**src/rtl/vga_sprite_compositor.sv**
```systemverilog
// VGA timing generator compositing NUM_SPRITES solid rectangles over a background colour.
// Define VGA_VBLANK_SHADOW_EN to double-buffer registers, committing them at the end of the last active line.
module vga_sprite_compositor #(
    parameter int CLK_DIV     = 2,
    parameter int H_ACTIVE    = 640,
    parameter int H_FP        = 16,
    parameter int H_SYNC      = 96,
    parameter int H_BP        = 48,
    parameter int V_ACTIVE    = 480,
    parameter int V_FP        = 10,
    parameter int V_SYNC      = 2,
    parameter int V_BP        = 33,
    parameter int NUM_SPRITES = 4,
    localparam int ADDR_W     = $clog2(NUM_SPRITES + 1) + 2
) (
    input  logic              clk,
    input  logic              rst,
    input  logic              mw_i,
    input  logic [ADDR_W-1:0] address_i,
    input  logic [31:0]       data_i,
    output logic              vga_clock_o,
    output logic              sync_n_o,
    output logic              v_en_o,
    output logic [7:0]        r_o,
    output logic [7:0]        g_o,
    output logic [7:0]        b_o,
    output logic              h_sync_o,
    output logic              v_sync_o,
    output logic              frame_start_o
);
    localparam int H_TOTAL = H_ACTIVE + H_FP + H_SYNC + H_BP;
    localparam int V_TOTAL = V_ACTIVE + V_FP + V_SYNC + V_BP;
    localparam int DIV_W   = $clog2(CLK_DIV);
    localparam int IDX_W   = ADDR_W - 2;

    localparam logic [11:0] H_LAST     = 12'(H_TOTAL - 1);
    localparam logic [11:0] V_LAST     = 12'(V_TOTAL - 1);
    localparam logic [11:0] H_ACT      = 12'(H_ACTIVE);
    localparam logic [11:0] V_ACT      = 12'(V_ACTIVE);
    localparam logic [11:0] H_SS       = 12'(H_ACTIVE + H_FP);
    localparam logic [11:0] H_SE       = 12'(H_ACTIVE + H_FP + H_SYNC);
    localparam logic [11:0] V_SS       = 12'(V_ACTIVE + V_FP);
    localparam logic [11:0] V_SE       = 12'(V_ACTIVE + V_FP + V_SYNC);
    localparam logic [11:0] V_ACT_LAST = 12'(V_ACTIVE - 1);
    localparam logic [DIV_W-1:0] DIV_LAST = DIV_W'(CLK_DIV - 1);
    localparam logic [DIV_W-1:0] DIV_HALF = DIV_W'(CLK_DIV / 2);

    logic [DIV_W-1:0] div_q, div_d;
    logic [11:0]      h_q, h_d, v_q, v_d;
    logic             tick;
    logic [IDX_W-1:0] wr_idx;
    logic [1:0]       wr_fld;
    logic             unused_data;

    logic [NUM_SPRITES-1:0]       hit;
    logic [NUM_SPRITES-1:0][23:0] spr_rgb;
    logic [23:0]                  bg_q, bg_d, act_bg;
    logic [23:0]                  pix_rgb;
    logic                         in_active;

    logic [23:0] rgb_q, rgb_d;
    logic        v_en_q, v_en_d, h_sync_q, h_sync_d, v_sync_q, v_sync_d;
    logic        frame_start_q, frame_start_d, vga_clock_q, vga_clock_d;

    assign tick        = (div_q == DIV_LAST);
    assign wr_idx      = address_i[ADDR_W-1:2];
    assign wr_fld      = address_i[1:0];
    assign unused_data = ^data_i[30:27];

`ifdef VGA_VBLANK_SHADOW_EN
    logic commit;
    assign commit = tick && (h_q == H_LAST) && (v_q == V_ACT_LAST);
`endif

    always_comb begin
        div_d = div_q + 1'b1;
        h_d   = h_q;
        v_d   = v_q;
        if (tick) begin
            div_d = '0;
            if (h_q == H_LAST) begin
                h_d = '0;
                v_d = (v_q == V_LAST) ? 12'd0 : v_q + 12'd1;
            end else begin
                h_d = h_q + 12'd1;
            end
        end
    end

    always_ff @(posedge clk) begin
        if (rst) begin
            div_q <= '0;
            h_q   <= '0;
            v_q   <= '0;
        end else begin
            div_q <= div_d;
            h_q   <= h_d;
            v_q   <= v_d;
        end
    end

    generate
        for (genvar gi = 0; gi < NUM_SPRITES; gi++) begin : g_spr
            logic        wr_sel;
            logic [21:0] pos_q, pos_d, size_q, size_d;
            logic        en_q, en_d;
            logic [23:0] col_q, col_d;
            logic [21:0] act_pos, act_size;
            logic        act_en;
            logic [23:0] act_col;
            logic [11:0] x_lo, x_hi, y_lo, y_hi;

            assign wr_sel = mw_i && (wr_idx == IDX_W'(gi));

            // pos and size are packed {y/h[10:0], x/w[10:0]}
            always_comb begin
                pos_d  = pos_q;
                size_d = size_q;
                en_d   = en_q;
                col_d  = col_q;
                if (wr_sel) begin
                    case (wr_fld)
                        2'd0: pos_d  = {data_i[26:16], data_i[10:0]};
                        2'd1: size_d = {data_i[26:16], data_i[10:0]};
                        2'd2: begin
                            en_d  = data_i[31];
                            col_d = data_i[23:0];
                        end
                        default: begin end
                    endcase
                end
            end

            always_ff @(posedge clk) begin
                if (rst) begin
                    pos_q  <= '0;
                    size_q <= '0;
                    en_q   <= 1'b0;
                    col_q  <= '0;
                end else begin
                    pos_q  <= pos_d;
                    size_q <= size_d;
                    en_q   <= en_d;
                    col_q  <= col_d;
                end
            end

`ifdef VGA_VBLANK_SHADOW_EN
            logic [21:0] apos_q, apos_d, asize_q, asize_d;
            logic        aen_q, aen_d;
            logic [23:0] acol_q, acol_d;

            always_comb begin
                apos_d  = commit ? pos_q  : apos_q;
                asize_d = commit ? size_q : asize_q;
                aen_d   = commit ? en_q   : aen_q;
                acol_d  = commit ? col_q  : acol_q;
            end

            always_ff @(posedge clk) begin
                if (rst) begin
                    apos_q  <= '0;
                    asize_q <= '0;
                    aen_q   <= 1'b0;
                    acol_q  <= '0;
                end else begin
                    apos_q  <= apos_d;
                    asize_q <= asize_d;
                    aen_q   <= aen_d;
                    acol_q  <= acol_d;
                end
            end

            assign act_pos  = apos_q;
            assign act_size = asize_q;
            assign act_en   = aen_q;
            assign act_col  = acol_q;
`else
            assign act_pos  = pos_q;
            assign act_size = size_q;
            assign act_en   = en_q;
            assign act_col  = col_q;
`endif

            // 12-bit ends so x+w never wraps back into range
            assign x_lo = {1'b0, act_pos[10:0]};
            assign x_hi = x_lo + {1'b0, act_size[10:0]};
            assign y_lo = {1'b0, act_pos[21:11]};
            assign y_hi = y_lo + {1'b0, act_size[21:11]};

            assign hit[gi]     = act_en && (h_q >= x_lo) && (h_q < x_hi)
                                 && (v_q >= y_lo) && (v_q < y_hi);
            assign spr_rgb[gi] = act_col;
        end
    endgenerate

    always_comb begin
        bg_d = bg_q;
        if (mw_i && (wr_idx == IDX_W'(NUM_SPRITES)) && (wr_fld == 2'd0)) begin
            bg_d = data_i[23:0];
        end
    end

    always_ff @(posedge clk) begin
        if (rst) begin
            bg_q <= '0;
        end else begin
            bg_q <= bg_d;
        end
    end

`ifdef VGA_VBLANK_SHADOW_EN
    logic [23:0] abg_q, abg_d;
    always_comb begin
        abg_d = commit ? bg_q : abg_q;
    end
    always_ff @(posedge clk) begin
        if (rst) begin
            abg_q <= '0;
        end else begin
            abg_q <= abg_d;
        end
    end
    assign act_bg = abg_q;
`else
    assign act_bg = bg_q;
`endif

    // Descending scan so the lowest hitting index is assigned last and wins
    always_comb begin
        pix_rgb = act_bg;
        for (int i = NUM_SPRITES - 1; i >= 0; i--) begin
            if (hit[i]) begin
                pix_rgb = spr_rgb[i];
            end
        end
    end

    assign in_active = (h_q < H_ACT) && (v_q < V_ACT);

    always_comb begin
        rgb_d         = rgb_q;
        v_en_d        = v_en_q;
        h_sync_d      = h_sync_q;
        v_sync_d      = v_sync_q;
        frame_start_d = 1'b0;
        vga_clock_d   = (div_d < DIV_HALF);
        if (tick) begin
            rgb_d         = in_active ? pix_rgb : 24'd0;
            v_en_d        = in_active;
            h_sync_d      = !((h_q >= H_SS) && (h_q < H_SE));
            v_sync_d      = !((v_q >= V_SS) && (v_q < V_SE));
            frame_start_d = (h_q == 12'd0) && (v_q == 12'd0);
        end
    end

    always_ff @(posedge clk) begin
        if (rst) begin
            rgb_q         <= '0;
            v_en_q        <= 1'b0;
            h_sync_q      <= 1'b1;
            v_sync_q      <= 1'b1;
            frame_start_q <= 1'b0;
            vga_clock_q   <= 1'b0;
        end else begin
            rgb_q         <= rgb_d;
            v_en_q        <= v_en_d;
            h_sync_q      <= h_sync_d;
            v_sync_q      <= v_sync_d;
            frame_start_q <= frame_start_d;
            vga_clock_q   <= vga_clock_d;
        end
    end

    assign r_o           = rgb_q[23:16];
    assign g_o           = rgb_q[15:8];
    assign b_o           = rgb_q[7:0];
    assign v_en_o        = v_en_q;
    assign h_sync_o      = h_sync_q;
    assign v_sync_o      = v_sync_q;
    assign frame_start_o = frame_start_q;
    assign vga_clock_o   = vga_clock_q;
    assign sync_n_o      = 1'b0;

endmodule

```
**config.mk**
```make
export PLATFORM = sky130hd
export DESIGN_NAME = vga_sprite_compositor
export DESIGN_NICKNAME = d
export VERILOG_FILES = /design/src/rtl/vga_sprite_compositor.sv
export SDC_FILE = /design/constraint.sdc
export NUM_CORES = 1
export LEC_CHECK = 0
export ABC_CLOCK_PERIOD_IN_PS = 7700
export BUFFER_PORTS_ARGS = -buffer_cell sky130_fd_sc_hd__buf_2
export CORE_MARGIN = 3
export CORE_UTILIZATION = 68
export CTS_CLUSTER_SIZE = 25
export DETAILED_ROUTE_END_ITERATION = 6
export PLACE_DENSITY_LB_ADDON = 0.08
export SLEW_MARGIN = 10
export SYNTH_ARGS = -nofsm -noshare
export SYNTH_HDL_FRONTEND = slang
export SYNTH_SLANG_ARGS = --single-unit
```
**constraint.sdc**
```tcl
create_clock -name clk -period 7.7 [get_ports clk]
set_input_delay 1.155 -clock clk [delete_from_list [all_inputs] [get_ports clk]]
set_output_delay 1.155 -clock clk [all_outputs]
set_load 0.005 [all_outputs]
```
==> run summary, run 1 <==
• **outcome** complete, no violations
• **number of antenna violations at the first check in global routing** 2
• **antenna violation net count after detailed routing** 0
• **total via count after detailed routing** 19.3k
• **clock power share** 0.483
• **number of global-route vias before repair** 19.1k
• **fmax** 182 MHz
• **global placement routability congestion** 0.935
• **synthesized cell area** 21600 µm²
• **cell at the root of the clock tree** clkbuf_16
• **clock sinks** 354
• **synth warn** 0
• **relative slew slack** 0.155
• **Setup crit start kind** flip-flop
• **Setup Viol. Count Final** 0
• **chip height** 184 µm
• **DRC violation count after routing** 0
• **minimum clock period after layout** 5500 ps
• **WL per Instance** 19.3 µm
• **overall die width** 184 µm
• **Maximum Capacitance Violations** 0
• **Avg Cell Area, Syn** 8.01 µm²
• **synthesis-to-finish area growth** 8.14%
• **endpoint of the worst register-to-register path** rgb_q[0]$_SDFFE_PP0P_
• **Via density** 6.22
• **clock transition at the registers of the reported paths** 60 ps
• **number of rows in the core area** 64
• **Clock H-tree levels** 2
• **most used flip-flop cell after synthesis** dfxtp_1
• **signal arrival time at the worst endpoint** 5900 ps
• **P_sw** 943 µW
• **total routing resource utilization after global routing** 0.350
• **Place WS** 2270 ps
• **largest driver fanout on the critical path** 26
• **pin count of the biggest net entering global routing** 124
• **Critical Path Sink Type** flip-flop
• **layout cells sized above 1** 0.0919
• **Fill cells** 2333
• **share of the yosys chip area belonging to registers** 0.328
• **setup slack of the critical path after layout** 2200 ps
• **starting density of the core** 0.698
• **Reg power frac** 0.462
• **wire length of the first global-routing pass** 96500 µm
• **buffers inserted during post-CTS setup optimization** 0
• **number of nets produced by synthesis** 3011
• **Yosys reg bits** 354
• **TritonCTS Buffers** 40
• **switching part of the total power** 0.235
• **ports placed on the boundary** 70
• **max-slew violation total from the final report** 0
• **commonest cells after routing, fill and taps aside** 681 x nand2_1, 385 x a21oi_1, 354 x dfxtp_1
• **PD cells** 172 nW/µm²
• **input/output buffers** 64
• **setup repair after global routing missed its margin** no
• **transition time at the pin with the least slew margin** 1260 ps
• **post-route setup TNS** 0 ps
• **area of the core** 30900 µm²
• **number of standard cells after synthesis** 2695
• **leading cell type in the layout, fill and taps excluded** nand2_1
• **length of the first detailed-routing pass in iterations** 5
• **worst r2r path cells** 17
• **internal portion of total power** 3080 µW
• **total of hold buffers inserted after clock tree synthesis** 0
• **standby leakage power** 0.00917 µW
• **required time of the critical path** 8100 ps
• **final hold viol count** 0
• **Distinct cells, synth** 85
• **r2r setup slk** 2200 ps
• **DRT iter0 DRCs** 1500
• **CP Capture Point** rgb_q[0]$_SDFFE_PP0P_
• **area of the die** 33900 µm²
• **start point of the critical path** g_spr[3].act_pos[0]$_SDFFE_PP0P_
• **overall power after layout** 4020 µW
• **number of nets in the layout** 2996
• **HPWL after DPL** 39500 µm
• **Worst Path Class, Setup** reg2reg
• **async set-or-reset flop fraction in the synthesized netlist** 0
• **largest buffer count on any clock path** 3
• **period utilization** 0.715
• **clock latency reported for the late side of the worst-skew pair** 540 ps
• **global route overflow** 0
• **number of gates given a new drive strength after cts** 0
• **Reg-to-Reg Start** g_spr[3].act_pos[0]$_SDFFE_PP0P_
• **Hold Path Origin** g_spr[3].act_col[0]$_SDFFE_PP0P_
• **clock tree from TritonCTS** yes
• **number of enable flip-flop cells after synthesis** 0
• **Antenna diodes** 0
• **worst hold-check path type** reg2reg
• **Peak VDD IR** 0.206 mV
• **Total Routed Length** 59900 µm
• **final setup skew** 13.8 ps
• **share of total power in combinational logic** 0.055
## final cells by class
class | instances | area (µm²) | area share
clock inverter | 11 | 138 | 0.00590
inverter | 143 | 537 | 0.0230
sequential | 354 | 7090 | 0.304
timing repair buffer | 90 | 526 | 0.0225
multi-input combinational | 2051 | 13400 | 0.572
tap | 396 | 495 | 0.0212
clock buffer | 59 | 1190 | 0.0512
## power groups by stage
stage / Sequential [µW] / Combinational (µW) / Clock, µW
global placement: 1900 / 209 / 0
global route: 1860 / 236 / 2030
detailed placement: 1900 / 215 / 0
finish: 1860 / 222 / 1940
CTS: 1860 / 216 / 1960
floorplan: 1890 / 140 / 0
## cells in the mapped netlist (4+ instances only)
| library cell | count | share of area |
|---|---|---|
| and4_1 | 11 | 0.0045 |
| o2bb2ai_1 | 8 | 0.0032 |
| a21oi_1 | 385 | 0.089 |
| a2111oi_0 | 6 | 0.0024 |
| xor2_1 | 35 | 0.014 |
| buf_6 | 7 | 0.0037 |
| o21ai_1 | 9 | 0.0021 |
| nor3_1 | 43 | 0.010 |
| nand4_1 | 21 | 0.0061 |
| and3_1 | 6 | 0.0017 |
| o41ai_2 | 24 | 0.018 |
| a31oi_1 | 6 | 0.0017 |
| o21bai_1 | 8 | 0.0028 |
| nor2_1 | 86 | 0.015 |
| dfxtp_1 | 354 | 0.33 |
| a21o_1 | 34 | 0.012 |
| a211oi_1 | 14 | 0.0049 |
| a41oi_1 | 26 | 0.011 |
| a2111oi_2 | 19 | 0.013 |
| buf_4 | 5 | 0.0017 |
| o211ai_1 | 11 | 0.0038 |
| o2111ai_1 | 4 | 0.0016 |
| a311oi_1 | 15 | 0.0061 |
| nor3b_1 | 11 | 0.0038 |
| nor4_1 | 4 | 0.0012 |
| o21ai_0 | 62 | 0.014 |
| ha_1 | 268 | 0.16 |
| buf_2 | 14 | 0.0032 |
| nand2b_1 | 16 | 0.0046 |
| o21a_1 | 8 | 0.0028 |
| clkbuf_1 | 118 | 0.021 |
| nor2b_1 | 40 | 0.012 |
| nand3_1 | 33 | 0.0077 |
| and4_2 | 13 | 0.0060 |
| a2111oi_4 | 5 | 0.0064 |
| nand2_1 | 681 | 0.12 |
| fa_1 | 8 | 0.0074 |
| and2_1 | 34 | 0.0099 |
| inv_1 | 143 | 0.025 |
| or3_1 | 4 | 0.0012 |
| xnor2_1 | 39 | 0.016 |
## worst min path at each step
stage                                        end  slack (ps)  cells past startpoint
2_1_floorplan       g_spr[2].act_en$_SDFFE_PP0P_         430                      2
3_3_place_gp                 v_en_o$_SDFFE_PP0P_         430                      1
3_5_place_dp                 v_en_o$_SDFFE_PP0P_         440                      1
4_1_cts         g_spr[3].act_col[9]$_SDFFE_PP0P_         450                      2
5_1_grt        g_spr[2].act_col[20]$_SDFFE_PP0P_         470                      2
6_report        g_spr[3].act_col[0]$_SDFFE_PP0P_         450                      2
## worst max-delay path, cell delays in order (launching register included)
cell,delay [ps]
dfxtp_1,330
ha_1,240
fa_1,420
a21o_1,170
a21oi_1,210
o21bai_1,90
a21oi_1,230
o21ai_0,220
and4b_1,240
a311oi_1,280
ha_1,300
nand2_1,70
o2111ai_1,170
a221oi_1,410
o221a_2,640
nand3_4,500
a2111oi_1,710
o41ai_2,100
## state kept, by name, summed over array words and instances, names as in the netlist
name / count
g_spr.act_col: 96
g_spr.act_pos: 88
g_spr.act_size: 88
act_bg: 24
rgb_q: 24
h_q: 12
v_q: 12
g_spr.act_en: 4
div_q: 1
frame_start_o: 1
h_sync_o: 1
v_en_o: 1
v_sync_o: 1
vga_clock_o: 1
## stage by stage
stage | std cells | util | hold slack, ps | cell area [µm²]
after CTS | 3104 | 0.755 | 452 | 23300
after detailed placement | 3034 | 0.712 | 441 | 22000
after global routing | 3104 | 0.755 | 473 | 23300
final | 3104 | 0.755 | 453 | 23300
after floorplan | 2695 | - | 431 | 21600
after global placement | 3034 | 0.712 | 430 | 22000
## metal layers
layer | vias up | GRT usage | part of all wire
met5 | - | 0 | 0.00050
met4 | 4 | 0.163 | 0.047
met3 | 203 | 0.0452 | 0.075
met2 | 783 | 0.609 | 0.48
met1 | 9034 | 0.433 | 0.40
li1 | 9291 | - | -
## logic make-up (layout without fill, tap and decap cells)
family / Yosys count / count (layout) / synth area share
xor gates and xnor gates: 74 / 74 / 0.0300
AOI/OAI and AO/OA: 667 / 667 / 0.207
other: 1 / 1 / 0.000174
adders and majority gates: 276 / 276 / 0.163
DFF: 354 / 354 / 0.328
and+or+nand+nor: 1033 / 1033 / 0.217
buffers and inverters: 290 / 303 / 0.0548
(Power assumes the default switching activity.)
==> run 2: changes to the inputs <==
ABC_CLOCK_PERIOD_IN_PS = 5420   (was 7700)
CORE_UTILIZATION = 63   (was 68)
clock period = 5.42 ns   (was 7.7 ns; I/O delays follow)
==> run 2 against run 1 <==
Sequential power is 42% higher. Cell count increased by 1.8%. Non-clock buffer count is 2 higher. Largest power group unchanged. Register-to-register slack lost 1800 ps. Clock skew up 2.3 ps. Core utilization decreased by 5.9 points. Global-route usage is 1.6 points lower. Sequential share of layout area fell by 0.076 points.
==> run summary, run 2 (synthesis gave the netlist of run 1 again) <==
• **relative slew slack** 0.222
• **length of the first detailed-routing pass in iterations** 5
• **ports placed on the boundary** 70
• **largest driver fanout on the critical path** 23
• **endpoint of the worst register-to-register path** rgb_q[23]$_SDFFE_PP0P_
• **worst hold-check path type** reg2reg
• **Setup crit start kind** flip-flop
• **total routing resource utilization after global routing** 0.334
• **wire length of the first global-routing pass** 97600 µm
• **total of hold buffers inserted after clock tree synthesis** 0
• **max-slew violation total from the final report** 0
• **area of the core** 33600 µm²
• **clock latency reported for the late side of the worst-skew pair** 550 ps
• **final setup skew** 16.0 ps
• **area taken by flip-flops and latches** 7090 µm²
• **Critical Path Sink Type** flip-flop
• **pin count of the biggest net entering global routing** 134
• **clock transition at the registers of the reported paths** 60 ps
• **starting density of the core** 0.642
• **number of gates given a new drive strength after cts** 0
• **Total Routed Length** 61500 µm
• **Final Non-Filler Cells** 3160
• **TritonCTS Buffers** 40
• **start point of the critical path** g_spr[3].act_pos[0]$_SDFFE_PP0P_
• **worst r2r path cells** 17
• **Placed Cells incl. Taps** 3088
• **Reg-to-Reg Start** g_spr[3].act_pos[0]$_SDFFE_PP0P_
• **clock sinks** 354
• **Maximum Capacitance Violations** 0
• **Fill cells** 2751
• **total via count after detailed routing** 19.1k
• **DRT iter0 DRCs** 1350
• **number of antenna violations at the first check in global routing** 1
• **number of nets in the layout** 2998
• **standby leakage power** 0.00915 µW
• **buffers inserted during post-CTS setup optimization** 0
• **input/output buffers** 64
• **post-route setup TNS** 0 ps
• **DRC violation count after routing** 0
• **clock tree from TritonCTS** yes
• **Peak VDD IR** 0.258 mV
• **transition time at the pin with the least slew margin** 1160 ps
• **required time of the critical path** 5830 ps
• **WL per Instance** 19.5 µm
• **number of global-route vias before repair** 18.8k
• **period utilization** 0.930
• **Clock H-tree levels** 2
• **Setup Viol. Count Final** 0
• **post-place instance area** 22100 µm²
• **CP max stage delay** 710 ps
• **PD cells** 241 nW/µm²
• **cell breakdown of the critical path** ha_1 > fa_1 > a21o_1 > a21oi_1 > o21bai_1 > a21oi_1 > o21ai_0 > and4b_1 > a311oi_1 > ha_1 > nand2_1 > o2111ai_1 > a221oi_1 > o221a_2 > nand3_4 > a2111oi_1 > o41ai_2
• **global placement routability congestion** 0.923
• **overall die width** 191 µm
• **Worst Path Class, Setup** reg2reg
• **layout cells sized above 1** 0.0937
• **antenna violation net count after detailed routing** 0
• **global route overflow** 0
• **HPWL after DPL** 40900 µm
• **Place WS** 442 ps
• **setup repair after global routing missed its margin** no
• **number of flip-flops in the largest register** 96
• **r2r setup slk** 380 ps
• **chip height** 191 µm
• **area of the die** 36500 µm²
• **Antenna diodes** 0
• **Max stage delay cell, worst path** a2111oi_1
• **minimum clock period after layout** 5040 ps
• **cell at the root of the clock tree** clkbuf_16
• **number of rows in the core area** 67
• **largest buffer count on any clock path** 3
• **signal arrival time at the worst endpoint** 5450 ps
• **outcome** complete, no violations
• **fmax** 198 MHz
• **CP Capture Point** rgb_q[23]$_SDFFE_PP0P_
• **Via density** 6.05
• **commonest cells after routing, fill and taps aside** 681 x nand2_1, 385 x a21oi_1, 354 x dfxtp_1
• **leading cell type in the layout, fill and taps excluded** nand2_1
• **Non-Filler Cell Area, Final** 23400 µm²
• **setup slack of the critical path after layout** 377 ps
• **synthesis-to-finish area growth** 8.41%
• **multi-input logic area** 13400 µm²
• **final hold viol count** 0
## run 2: cell types whose count changed in the layout (fill, tap and decap cells not counted), sizes merged
cell      delta
clkinvlp     +4
buf          +2
bufinv       -2
clkbuf       -2
clkinv       +2
## run 2: per-stage QoR
step | power [µW] | util | hold slack, ps
final | 5630 | 0.696 | 450
after global routing | 5790 | 0.696 | 469
after CTS | 5650 | 0.696 | 450
after detailed placement | 3010 | 0.657 | 443
after global placement | 3000 | 0.657 | 431
after floorplan | 2890 | - | 431
## run 2: power breakdown
| part | switching, µW | leakage, µW | internal [µW] |
|---|---|---|---|
| registers | 17.5 | 0.00285 | 2620 |
| clock network | 1110 | 0.000633 | 1560 |
| logic | 234 | 0.00566 | 83.5 |
| total | 1360 | 0.00915 | 4270 |
## run 2: worst min-delay path by stage
stage | cells past startpoint | startpoint | end | slack (ps)
2_1_floorplan | 2 | g_spr[2].act_en$_SDFFE_PP0P_ | g_spr[2].act_en$_SDFFE_PP0P_ | 430
5_1_grt | 2 | g_spr[3].act_col[0]$_SDFFE_PP0P_ | g_spr[3].act_col[0]$_SDFFE_PP0P_ | 470
3_5_place_dp | 2 | g_spr[3].act_col[17]$_SDFFE_PP0P_ | g_spr[3].act_col[17]$_SDFFE_PP0P_ | 440
3_3_place_gp | 1 | v_en_o$_SDFFE_PP0P_ | v_en_o$_SDFFE_PP0P_ | 430
4_1_cts | 2 | g_spr[3].act_col[17]$_SDFFE_PP0P_ | g_spr[3].act_col[17]$_SDFFE_PP0P_ | 450
6_report | 2 | g_spr[3].act_col[16]$_SDFFE_PP0P_ | g_spr[3].act_col[16]$_SDFFE_PP0P_ | 450
## run 2: layout make-up
cell class / instances / area share
Multi-Input combinational cell: 2051 / 0.571
Clock inverter: 15 / 0.00519
Clock buffer: 57 / 0.0503
Timing Repair Buffer: 92 / 0.0236
Sequential cell: 354 / 0.303
Tap cell: 448 / 0.0240
Inverter: 143 / 0.0229
## run 2: critical path, delay by kind of cell, from the launching register on
| family | cells | cell delay (ps) |
|---|---|---|
| fa+ha+maj | 3 | 970 |
| compound gates | 11 | 2920 |
| simple gates | 3 | 680 |
| flops | 1 | 330 |
## run 2: per-layer routing
layer	part of all wire	up-vias	GRT usage
met5	0.00021	-	0
met4	0.037	2	0.130
met3	0.071	156	0.0579
met2	0.48	649	0.580
met1	0.41	9010	0.413
li1	-	9309	-
==> run 3: changes to the inputs <==
RECOVER_POWER = 50   (was not set)
==> run 3 against run 2 <==
The run now ends with capacitance limit, slew limit left. Sequential power about the same. Via count decreased by 0.26%. Sequential share of layout area increased by 0.067 points. Largest power group unchanged. Non-clock buffer count unchanged. Core utilization decreased by 0.15 points. Combinational power about the same. Clock skew decreased by 0.59 ps. Highest routed layer unchanged.
==> run summary, run 3 (synthesis gave the netlist of run 1 again) <==
• **outcome** complete, but fails checks
• **violations in the final reports** capacitance limit, slew limit
• **Reg power frac** 0.469
• **starting density of the core** 0.642
• **required time of the critical path** 5830 ps
• **final setup skew** 15.4 ps
• **DRC violation count after routing** 0
• **largest buffer count on any clock path** 3
• **layout cells sized above 1** 0.0837
• **pin count of the biggest net entering global routing** 134
• **setup repair after global routing missed its margin** no
• **number of rows in the core area** 67
• **standby leakage power** 0.00904 µW
• **clock tree from TritonCTS** yes
• **transition time at the pin with the least slew margin** 2930 ps
• **post-route setup TNS** 0 ps
• **switching part of the total power** 0.242
• **utilization of the core after routing** 0.694
• **wire length of the first global-routing pass** 97600 µm
• **max-slew violation total from the final report** 311
• **clock transition at the registers of the reported paths** 60 ps
• **Clock H-tree levels** 2
• **leading cell type in the layout, fill and taps excluded** nand2_1
• **fmax** 200 MHz
• **antenna violation net count after detailed routing** 0
• **overall power after layout** 5630 µW
• **Setup Viol. Count Final** 0
• **length of the first detailed-routing pass in iterations** 5
• **HPWL after DPL** 40900 µm
• **synthesis-to-finish area growth** 8.17%
• **number of global-route vias before repair** 18.8k
• **period utilization** 0.923
• **minimum clock period after layout** 5000 ps
• **signal arrival time at the worst endpoint** 5410 ps
• **clock latency reported for the late side of the worst-skew pair** 550 ps
• **global placement routability congestion** 0.923
• **internal portion of total power** 4270 µW
• **share of total power in combinational logic** 0.056
• **Non-Filler Cell Area, Final** 23300 µm²
• **number of nets in the layout** 2998
• **post-place instance area** 22100 µm²
• **Maximum Capacitance Violations** 3
• **chip height** 191 µm
• **total routing resource utilization after global routing** 0.334
• **overall die width** 191 µm
• **cell at the root of the clock tree** clkbuf_16
• **number of flip-flops in the largest register** 96
• **number of antenna violations at the first check in global routing** 1
• **P_sw** 1360 µW
• **final hold viol count** 0
• **clock sinks** 354
• **commonest cells after routing, fill and taps aside** 681 x nand2_1, 385 x a21oi_1, 354 x dfxtp_1
• **area taken by flip-flops and latches** 7090 µm²
• **Total Routed Length** 61600 µm
• **PD cells** 241 nW/µm²
• **largest driver fanout on the critical path** 23
• **multi-input logic area** 13400 µm²
• **Setup crit start kind** flip-flop
• **total via count after detailed routing** 19.1k
• **number of gates given a new drive strength after cts** 0
• **area of the core** 33600 µm²
• **WL per Instance** 19.5 µm
• **global route overflow** 0
• **Antenna diodes** 0
• **total of hold buffers inserted after clock tree synthesis** 0
• **ports placed on the boundary** 70
• **buffers inserted during post-CTS setup optimization** 0
• **relative slew slack** -0.953
• **Via density** 6.04
• **worst hold-check path type** reg2reg
• **Fill cells** 2766
• **area of the die** 36500 µm²
• **input/output buffers** 64
• **Peak VDD IR** 0.256 mV
• **DRT iter0 DRCs** 1305
• **TritonCTS Buffers** 40
• **Worst Path Class, Setup** reg2reg
• **clock power share** 0.475
• **Critical Path Sink Type** flip-flop
## run 3: per-layer routing
layer,share of wire,wire length (µm),GRT usage,up-vias
met4,0.036,2210,0.130,2
met2,0.48,29500,0.580,607
met3,0.069,4250,0.0579,150
li1,-,-,-,9293
met1,0.42,25600,0.413,9025
met5,0.00021,13,0,-
## run 3: worst paths after layout
check / start / end / slack (ps) / cells after the start
max: g_spr[3].act_pos[0]$_SDFFE_PP0P_ / rgb_q[23]$_SDFFE_PP0P_ / 420 / 17
max reg2reg: g_spr[3].act_pos[0]$_SDFFE_PP0P_ / rgb_q[23]$_SDFFE_PP0P_ / 420 / 17
min reg2reg: g_spr[3].act_col[16]$_SDFFE_PP0P_ / g_spr[3].act_col[16]$_SDFFE_PP0P_ / 450 / 2
min: g_spr[3].act_col[16]$_SDFFE_PP0P_ / g_spr[3].act_col[16]$_SDFFE_PP0P_ / 450 / 2
## run 3: layout make-up
cell class,instances,area share
clock buffer,57,0.0504
inverter,143,0.0230
sequential,354,0.304
timing repair buffer,92,0.0216
tap,448,0.0240
multi-input combinational,2051,0.572
clock inverter,15,0.00520
## run 3: through the flow
step | setup slack, ps | hold WS, ps | instances
after CTS | 406 | 450 | 3160
after global placement | 627 | 431 | 3088
after floorplan | 1490 | 431 | 2695
final | 417 | 451 | 3160
after global routing | 230 | 469 | 3160
after detailed placement | 442 | 443 | 3088
## run 3: power groups by stage
stage	Sequential (µW)	Combinational (µW)	Clock (µW)
2_1_floorplan	2690	199	0
5_1_grt	2640	339	2810
3_5_place_dp	2700	310	0
6_report	2640	317	2670
3_3_place_gp	2700	304	0
4_1_cts	2640	312	2700
## run 3: worst max-delay path: stages, from the launching register on
cell and delay (ps):
dfxtp_1 330, ha_1 230, fa_1 410, a21o_1 170, a21oi_1 230, o21bai_1 90
a21oi_1 230, o21ai_0 210, and4b_1 220, a311oi_1 320, ha_1 310, nand2_1 70
o2111ai_1 150, a221oi_1 380, o221a_2 330, nand3_4 390, a2111oi_1 680, o41ai_2 90
